### config.mk
export PLATFORM = sky130hd
export DESIGN_NAME = uart_instruction_sender
export DESIGN_NICKNAME = d
export VERILOG_FILES = /design/src/rtl/uart_instruction_sender_pkg.sv /design/src/rtl/uart_instruction_sender_baud_tick.sv /design/src/rtl/uart_instruction_sender.sv
export SDC_FILE = /design/constraint.sdc
export NUM_CORES = 1
export LEC_CHECK = 0
export CAP_MARGIN = 25
export CORE_ASPECT_RATIO = 0.6
export CORE_MARGIN = 2
export CORE_UTILIZATION = 55
export DETAILED_ROUTE_END_ITERATION = 16
export GPL_TIMING_DRIVEN = 0
export PLACE_DENSITY_LB_ADDON = 0.15
export SYNTH_ARGS = -nofsm -noshare
export SYNTH_HDL_FRONTEND = slang
export SYNTH_SLANG_ARGS = --single-unit
export TNS_END_PERCENT = 10
### constraint.sdc
create_clock -name clk -period 3.1 [get_ports clk]
set_input_delay 0.62 -clock clk [delete_from_list [all_inputs] [get_ports clk]]
set_output_delay 0.62 -clock clk [all_outputs]
set_load 0.01 [all_outputs]
### src/rtl/uart_instruction_sender_pkg.sv
// rtl/uart_instruction_sender_pkg.sv - shared types and defaults for the instruction UART link
// Shared with the instruction receiver.
package uart_instruction_sender_pkg;

   typedef enum logic [2:0] {
      IDLE   = 3'd0,
      START  = 3'd1,
      DATA   = 3'd2,
      PARITY = 3'd3,
      STOP   = 3'd4
   } state_t;

   localparam int DEFAULT_BAUD_DIVIDER = 434;
   localparam int DEFAULT_DATA_BITS    = 15;

   // Counter width able to hold 0..n-1, never narrower than one bit.
   function automatic int width_of(input int n);
      return (n <= 2) ? 1 : $clog2(n);
   endfunction

endpackage

### src/rtl/uart_instruction_sender_baud_tick.sv
// rtl/uart_instruction_sender_baud_tick.sv - bit-period counter with one-cycle terminal tick
// Counts 0..BAUD_DIVIDER and wraps; i_clear restarts a bit period.
module uart_baud_tick
   import uart_instruction_sender_pkg::*;
#(
   parameter int BAUD_DIVIDER = DEFAULT_BAUD_DIVIDER
) (
   input  logic clk,
   input  logic rst_n,
   input  logic i_clear,
   output logic o_tick
);

   localparam int              CW          = width_of(BAUD_DIVIDER + 1);
   localparam logic [CW-1:0]   LP_TERMINAL = CW'(BAUD_DIVIDER);

   logic [CW-1:0] r_count;

   always_ff @(posedge clk) begin
      if (!rst_n || i_clear) begin
         r_count <= '0;
      end else if (r_count == LP_TERMINAL) begin
         r_count <= '0;
      end else begin
         r_count <= r_count + CW'(1);
      end
   end

   assign o_tick = (r_count == LP_TERMINAL);

endmodule

### src/rtl/uart_instruction_sender.sv
// rtl/uart_instruction_sender.sv - serialises one instruction word per UART frame
// Frame: start, DATA_BITS LSB first, optional even parity, STOP_BITS stop bits.
module uart_instruction_sender
   import uart_instruction_sender_pkg::*;
#(
   parameter int DATA_BITS    = DEFAULT_DATA_BITS,
   parameter int BAUD_DIVIDER = DEFAULT_BAUD_DIVIDER,
   parameter int STOP_BITS    = 1,
   parameter int PARITY_EN    = 0
) (
   input  logic                 clk,
   input  logic                 rst_n,
   input  logic [DATA_BITS-1:0] instr_in,
   input  logic                 instr_valid,
   output logic                 instr_ready,
   output logic                 tx,
   output logic                 busy,
   output logic                 frame_done
);

   localparam int            BW           = width_of(DATA_BITS);
   localparam logic [BW-1:0] LP_LAST_BIT  = BW'(DATA_BITS - 1);
   localparam logic          LP_LAST_STOP = (STOP_BITS == 2);

   state_t               r_state;
   state_t               w_state_next;
   logic [DATA_BITS-1:0] r_shift;
   logic [BW-1:0]        r_bit_cnt;
   logic                 r_stop_cnt;
   logic                 r_parity;
   logic                 r_frame_done;
   logic                 w_tick;
   logic                 w_accept;
   logic                 w_baud_clear;
   logic                 w_last_data;
   logic                 w_last_stop;

   assign w_accept     = (r_state == IDLE) && instr_valid;
   assign w_baud_clear = (r_state == IDLE);
   assign w_last_data  = (r_bit_cnt == LP_LAST_BIT);
   assign w_last_stop  = (r_stop_cnt == LP_LAST_STOP);

   // Held clear while idle so the start bit always gets a full period.
   uart_baud_tick #(
      .BAUD_DIVIDER(BAUD_DIVIDER)
   ) u_baud_tick (
      .clk    (clk),
      .rst_n  (rst_n),
      .i_clear(w_baud_clear),
      .o_tick (w_tick)
   );

   always_ff @(posedge clk) begin
      if (!rst_n) begin
         r_state <= IDLE;
      end else begin
         r_state <= w_state_next;
      end
   end

   always_comb begin
      w_state_next = r_state;
      case (r_state)
         IDLE:    if (instr_valid) w_state_next = START;
         START:   if (w_tick) w_state_next = DATA;
         DATA:    if (w_tick && w_last_data) w_state_next = (PARITY_EN != 0) ? PARITY : STOP;
         PARITY:  if (w_tick) w_state_next = STOP;
         STOP:    if (w_tick && w_last_stop) w_state_next = IDLE;
         default: w_state_next = IDLE;
      endcase
   end

   always_comb begin
      instr_ready = (r_state == IDLE);
      busy        = (r_state != IDLE);
      tx          = 1'b1;
      case (r_state)
         START:   tx = 1'b0;
         DATA:    tx = r_shift[0];
         PARITY:  tx = r_parity;
         default: tx = 1'b1;
      endcase
   end

   always_ff @(posedge clk) begin
      if (!rst_n) begin
         r_shift      <= '0;
         r_bit_cnt    <= '0;
         r_stop_cnt   <= 1'b0;
         r_parity     <= 1'b0;
         r_frame_done <= 1'b0;
      end else begin
         r_frame_done <= (r_state == STOP) && w_tick && w_last_stop;
         if (w_accept) begin
            r_shift    <= instr_in;
            r_parity   <= (PARITY_EN != 0) ? ^instr_in : 1'b0;
            r_bit_cnt  <= '0;
            r_stop_cnt <= 1'b0;
         end else if (w_tick) begin
            if (r_state == DATA) begin
               r_shift   <= r_shift >> 1;
               r_bit_cnt <= w_last_data ? '0 : r_bit_cnt + BW'(1);
            end
            if (r_state == STOP) begin
               r_stop_cnt <= w_last_stop ? 1'b0 : 1'b1;
            end
         end
      end
   end

   assign frame_done = r_frame_done;

endmodule

# Word-level counts from Yosys, hierarchy flattened
# Cells that the tools add are included.
dict set report word_totals {
  reg_bits 33
}
dict set report classes {
  addsub 2
  bitwise_logic 2
  n_mux 12
  reduce_logical 18
  eq_ne 11
}
# op n
set op_table {}
lappend op_table {{15-bit two-way mux} 3}
lappend op_table {{3-bit two-way mux} 5}
lappend op_table {{3-bit case mux with 5 select lines} 1}
lappend op_table {{2-bit inequality test (second input constant)} 5}
lappend op_table {{9-bit by 1-bit adder with 9-bit output (second input constant)} 1}
lappend op_table {{9-bit == test (second input constant)} 1}
lappend op_table {{3-bit by 2-bit == test with 1-bit output (second input constant)} 2}
lappend op_table {{2-bit AND reduction} 3}
lappend op_table {{2-bit OR reduction} 3}
lappend op_table {{1-bit logical AND} 5}
lappend op_table {{5-bit AND reduction} 1}
lappend op_table {{4-bit by 1-bit adder with 4-bit output (second input constant)} 1}
lappend op_table {{4-bit == test (second input constant)} 1}
lappend op_table {{4-bit two-way mux} 1}
lappend op_table {{2-bit nonzero test} 2}
lappend op_table {{3-bit by 1-bit == test with 1-bit output (second input constant)} 1}
lappend op_table {{3-bit == test (second input constant)} 1}
lappend op_table {{3-bit logical NOT} 1}
lappend op_table {{3-bit nonzero test} 1}
lappend op_table {{1-bit inverter} 2}
lappend op_table {{1-bit case mux with 2 select lines} 1}
lappend op_table {{1-bit logical NOT} 1}
lappend op_table {{1-bit logical OR} 1}
lappend op_table {{1-bit two-way mux} 1}

# Longest topological paths before layout
dict set report depth {
  word_depth 4
  depth_mapped 8
  mapped_depth_nobuf 6
}

# Hierarchy
# A second synthesis with hierarchy kept.
dict set report hier_totals {
  hier_cells 162
  area_unflattened_um2 1537.7
}
# module seq_area_each_um2 n_inst cells_each area_per_inst_um2
set modules_own_cells {}
lappend modules_own_cells {uart_instruction_sender 460.4 1 113 1088.5}
lappend modules_own_cells {uart_baud_tick 180.2 1 49 449.2}

# Worst setup path before layout
# Ideal clock, no wire load.
dict set report synth_timing {
  kind {register to register}
  start {reg r_state[1]}
  end {reg r_bit_cnt[2]}
  arrival_time_ns 1.710
  period_less_slack_ns 1.780
  setup_ns 0.070
  n_path_buf 1
  required_ns 3.030
  path_slack_ns 1.320
  path_stages_with_launch 6
  cell_sequence {dfxtp_1 > or3b_1 > or3_1 > buf_6 > or4_1 > a21oi_1}
}
dict set report synth_between {
  elab_chain_cells 3
  word_cells_on_any_way 5
  cone_classes {eq/ne (1); reduce/logical (4)}
}
# element line_no
set synth_rtl {}
lappend synth_rtl {{from (decl)} uart_instruction_sender.sv:25} ;# state_t r_state;
lappend synth_rtl {{from (signal assigned)} uart_instruction_sender.sv:57} ;# r_state <= w_state_next;
lappend synth_rtl {{3-bit logical NOT} uart_instruction_sender.sv:38} ;# assign w_accept = (r_state == IDLE) && instr_valid;
lappend synth_rtl {{1-bit logical AND} uart_instruction_sender.sv:38}
lappend synth_rtl {{2-bit OR reduction (no source line)} n/a}
lappend synth_rtl {{to (signal assigned)} uart_instruction_sender.sv:102} ;# r_bit_cnt <= w_last_data ? '0 : r_bit_cnt + BW'(1);
lappend synth_rtl {{to (decl)} uart_instruction_sender.sv:28} ;# logic [BW-1:0] r_bit_cnt;
# Several ways; a longest one is shown, not always the timed one.
# A chain may end at the register's enable or synchronous reset.

# Final worst setup path
dict set report layout_timing {
  start {reg r_state[2]}
  end {out instr_ready}
}
dict set report layout_between {
  elab_chain_cells 1
}
# element line_no
set layout_rtl {}
lappend layout_rtl {{3-bit logical NOT} uart_instruction_sender.sv:74} ;# instr_ready = (r_state == IDLE);
lappend layout_rtl {{to (decl)} uart_instruction_sender.sv:15} ;# output logic instr_ready,
# No other way between the ends.

==> out/qor_table.md <==
| Quantity | This run | Unit |
|:---|:---|:---|
| FF-to-FF Start | u_baud_tick.r_count[0]$_SDFF_PP0_ | - |
| Critical path type | flip-flop to output port | - |
| Placer congestion estimate | 0.756 | - |
| Quantity of hold-fixing buffers added after cts | 0 | - |
| Count of endpoints failing hold in the final timing report | 0 | - |
| Clock root buffer | sky130_fd_sc_hd__clkbuf_8 | - |
| CP max stage delay | 0.62 | ns |
| Layout overhead on the synthesized area | 24.5 | % |
| Required arrival time at the worst endpoint | 2.48 | ns |
| Yosys warnings | 0 | - |
| Post-DP HPWL | 2.20 | mm |
| Mapped Area | 1400 | µm² |
| Startpoint type of the worst setup path | flip-flop | - |
| Ant diodes | 0 | - |
| Core area | 2450 | µm² |
| Number of cells on the critical path | 2 | - |
| Top-level port count | 22 | - |
| Kind of cell with the highest combined delay on the critical path | buffers and inverters | - |
| Count of flip-flops with a built-in enable after synthesis | 0 | - |
| R2r worst-path depth | 7 | - |
| Final slew viol count | 0 | - |
| Worst endpoint data arrival time | 1.68 | ns |
| Pre-CTS WS | 1.01 | ns |
| Max Buffers Root-to-Sink | 2 | - |
| Count of fill cells added during filler insertion | 202 | - |
| Max Freq | 436 | MHz |
| Final Power | 851 | µW |
| Final Net Count | 224 | - |
| Wire length of the first global-routing pass | 5.31 | mm |
| Sinks on the clock net | 32 | - |
| Post-route core utilization | 0.710 | - |
| Per-instance average area after synthesis | 7.94 | µm² |
| Metal3 WL | 159 | µm |
| Clock-pin slew on the worst setup and hold paths | 0.07 | ns |
| Worst IR drop on VDD | 316 | µV |
| Fraction of registers with async set or reset after synthesis | 0 | - |
| Sequential share of the synthesized area | 0.458 | - |
| Fin worst setup slack | 0.804 | ns |
| Worst setup path end | instr_ready | - |
| Depth of the CTS H-tree | 2 | - |
| Crit share post-route | 0.741 | - |
| Worst r2r dst | r_shift[8]$_SDFFE_PN0P_ | - |
| Via-per-instance ratio | 5.49 | - |
| Critical Path Slowest Stage Cell | sky130_fd_sc_hd__clkdlybuf4s50_1 | - |
| Buf+Inv Stages, Crit Path | 1 | - |
| Post-route clock skew | 0.00494 | ns |
| Met2 wire length | 1.29 | mm |
| TritonCTS clock tree | built | - |
| Worst hold path type | flip-flop to flip-flop | - |
| Nets in the synthesized netlist | 196 | - |
| Setup repair bufs after CTS | 0 | - |
| Die Footprint | 2970 | µm² |
| Number of buffers created by CTS | 5 | - |
| Combined global-route utilization of all metal layers | 0.227 | - |
| DRT iter0 DRCs | 95 | - |
| Series of cell instances along the critical path | nor3_1, clkdlybuf4s50_1 | - |
| Insertion delay to the later sink of the worst-skew pair | 0.28 | ns |
| Tightest slew margin relative to the limit | 0.483 | - |
| Largest fanout on the critical path | 8 | - |
| Routed wire per std cell | 13.0 | µm |
| Vias | 1302 | - |
| Antenna violations before repair | 0 | - |
| Layout cell share with drive strength beyond 1 | 0.0537 | - |
| Overall overflow remaining after global route | 0 | - |
| Final wirelength | 3.07 | mm |
| DRT Pass-1 Iters | 4 | - |
| Die Span X | 69.1 | µm |
| Synth Instances | 176 | - |
| Count of state elements after synthesis | 32 | - |
| Critical path endpoint category | output port | - |
| Fin crit period | 2.30 | ns |
| Metal-1 WL | 1.60 | mm |
| Minimum setup slack among reg-to-reg paths | 0.97 | ns |
| Transition time of the tightest slew-check pin | 0.770 | ns |
| Gates resized, CTS repair | 0 | - |
| Count of nets left with antenna violations after detail routing | 0 | - |
| Leakage component of the power | 0.000577 | µW |
| Highest routed metal layer | met4 | - |
| Number of core rows | 14 | - |
| Total Negative Setup Slacks | 0 | ns |
| Outcome | completed | - |
| Vias in the first global route | 1159 | - |
| Launch point of the critical path | r_state[2]$_SDFFE_PN0P_ | - |
| Number of distinct standard cells referenced by the synthesized netlist | 32 | - |
| Setup violators final | 0 | - |
| Power Density | 489 | nW/µm² |
| Starting density of the core | 0.570 | - |
| Prevailing post-synth register cell | sky130_fd_sc_hd__dfxtp_1 | - |
| Largest net degree at the start of global routing | 11 | - |
| Count of unresolved DRC violations after routing | 0 | - |
| Number of max-cap violations | 0 | - |
| Die Y-Extent | 43.0 | µm |
| Setup repair after global routing missed its margin | false | - |
| Port Buffers | 21 | - |
-- worst min-delay path by stage --
stage,depth (start not counted),slack (ns),end,startpoint
2_1_floorplan,1,0.43,u_baud_tick.r_count[0]$_SDFF_PP0_,u_baud_tick.r_count[0]$_SDFF_PP0_
3_5_place_dp,1,0.45,u_baud_tick.r_count[0]$_SDFF_PP0_,u_baud_tick.r_count[0]$_SDFF_PP0_
5_1_grt,1,0.49,u_baud_tick.r_count[0]$_SDFF_PP0_,u_baud_tick.r_count[0]$_SDFF_PP0_
4_1_cts,1,0.46,u_baud_tick.r_count[0]$_SDFF_PP0_,u_baud_tick.r_count[0]$_SDFF_PP0_
6_report,1,0.46,u_baud_tick.r_count[0]$_SDFF_PP0_,u_baud_tick.r_count[0]$_SDFF_PP0_
3_3_place_gp,1,0.45,u_baud_tick.r_count[0]$_SDFF_PP0_,u_baud_tick.r_count[0]$_SDFF_PP0_
-- cell type report --
cell class                 count  area [µm²]  share of cell area
buffer                         9        42.5              0.0244
sequential                    32         641               0.368
timing repair buffer          21         210               0.121
tap                           32        40.0              0.0230
multi-input combinational    131         699               0.402
clock inverter                 2        10.0             0.00575
inverter                       4        15.0             0.00863
clock buffer                   6        82.6              0.0474
-- layer usage --
| layer | global-route usage | vias to the layer above |
|---|---|---|
| met4 | 0.0588 | 0 |
| met5 | 0 | - |
| met1 | 0.323 | 596 |
| li1 | - | 662 |
| met3 | 0.0736 | 4 |
| met2 | 0.333 | 40 |
-- flip-flops by register name, indices dropped and copies added, names as in the netlist --
name and cells:
r_state 3, r_bit_cnt 4, r_shift 15, u_baud_tick.r_count 9, frame_done 1
-- power by group --
group	switching [µW]	internal, µW
Clock	152	177
Sequential	11.8	431
Combinational	37.8	41.6
-- placed cells by master (no fill, tap or decap), types with 2 or more instances in the layout --
| cell type | n |
|---|---|
| sky130_fd_sc_hd__inv_1 | 4 |
| sky130_fd_sc_hd__nand2_1 | 37 |
| sky130_fd_sc_hd__clkbuf_1 | 7 |
| sky130_fd_sc_hd__clkinv_2 | 2 |
| sky130_fd_sc_hd__nor2_1 | 17 |
| sky130_fd_sc_hd__ha_1 | 2 |
| sky130_fd_sc_hd__xor2_1 | 2 |
| sky130_fd_sc_hd__a21boi_0 | 2 |
| sky130_fd_sc_hd__clkbuf_8 | 6 |
| sky130_fd_sc_hd__nand3_1 | 8 |
| sky130_fd_sc_hd__a21oi_1 | 5 |
| sky130_fd_sc_hd__clkdlybuf4s50_1 | 21 |
| sky130_fd_sc_hd__a31oi_1 | 15 |
| sky130_fd_sc_hd__dfxtp_1 | 32 |
| sky130_fd_sc_hd__o21ai_0 | 17 |
| sky130_fd_sc_hd__nor3_1 | 4 |
| sky130_fd_sc_hd__xnor2_1 | 5 |
| sky130_fd_sc_hd__nand2b_1 | 2 |
-- kinds of logic after synthesis --
| kind of cell | share of synthesized area |
|---|---|
| adder cells (fa/ha/maj) | 0.0179 |
| AO/OA/AOI/OAI | 0.174 |
| XOR/XNOR | 0.0439 |
| flip-flops | 0.458 |
| multiplexers | 0.00716 |
| buffers and inverters | 0.0412 |
| AND/OR/NAND/NOR | 0.258 |
-- synthesized netlist by cell type, types with 2 or more instances --
library cell | number | share of area
sky130_fd_sc_hd__inv_1 | 4 | 0.011
sky130_fd_sc_hd__a31oi_1 | 15 | 0.067
sky130_fd_sc_hd__clkbuf_1 | 7 | 0.019
sky130_fd_sc_hd__xor2_1 | 2 | 0.013
sky130_fd_sc_hd__a21oi_1 | 5 | 0.018
sky130_fd_sc_hd__nor2_1 | 17 | 0.046
sky130_fd_sc_hd__dfxtp_1 | 32 | 0.46
sky130_fd_sc_hd__a21boi_0 | 2 | 0.011
sky130_fd_sc_hd__nand2_1 | 37 | 0.099
sky130_fd_sc_hd__nor3_1 | 4 | 0.014
sky130_fd_sc_hd__o21ai_0 | 17 | 0.061
sky130_fd_sc_hd__xnor2_1 | 5 | 0.031
sky130_fd_sc_hd__ha_1 | 2 | 0.018
sky130_fd_sc_hd__nand2b_1 | 2 | 0.0090
sky130_fd_sc_hd__nand3_1 | 8 | 0.029
-- per-stage QoR --
| stage | hold slack [ns] | cell area [µm²] | cells |
|---|---|---|---|
| finish | 0.455 | 1740 | 237 |
| global route | 0.490 | 1740 | 237 |
| CTS | 0.462 | 1740 | 237 |
| detailed placement | 0.446 | 1650 | 229 |
| global placement | 0.445 | 1650 | 229 |
| floorplan | 0.430 | 1400 | 176 |
No activity file was read; power rests on OpenSTA's default activity.
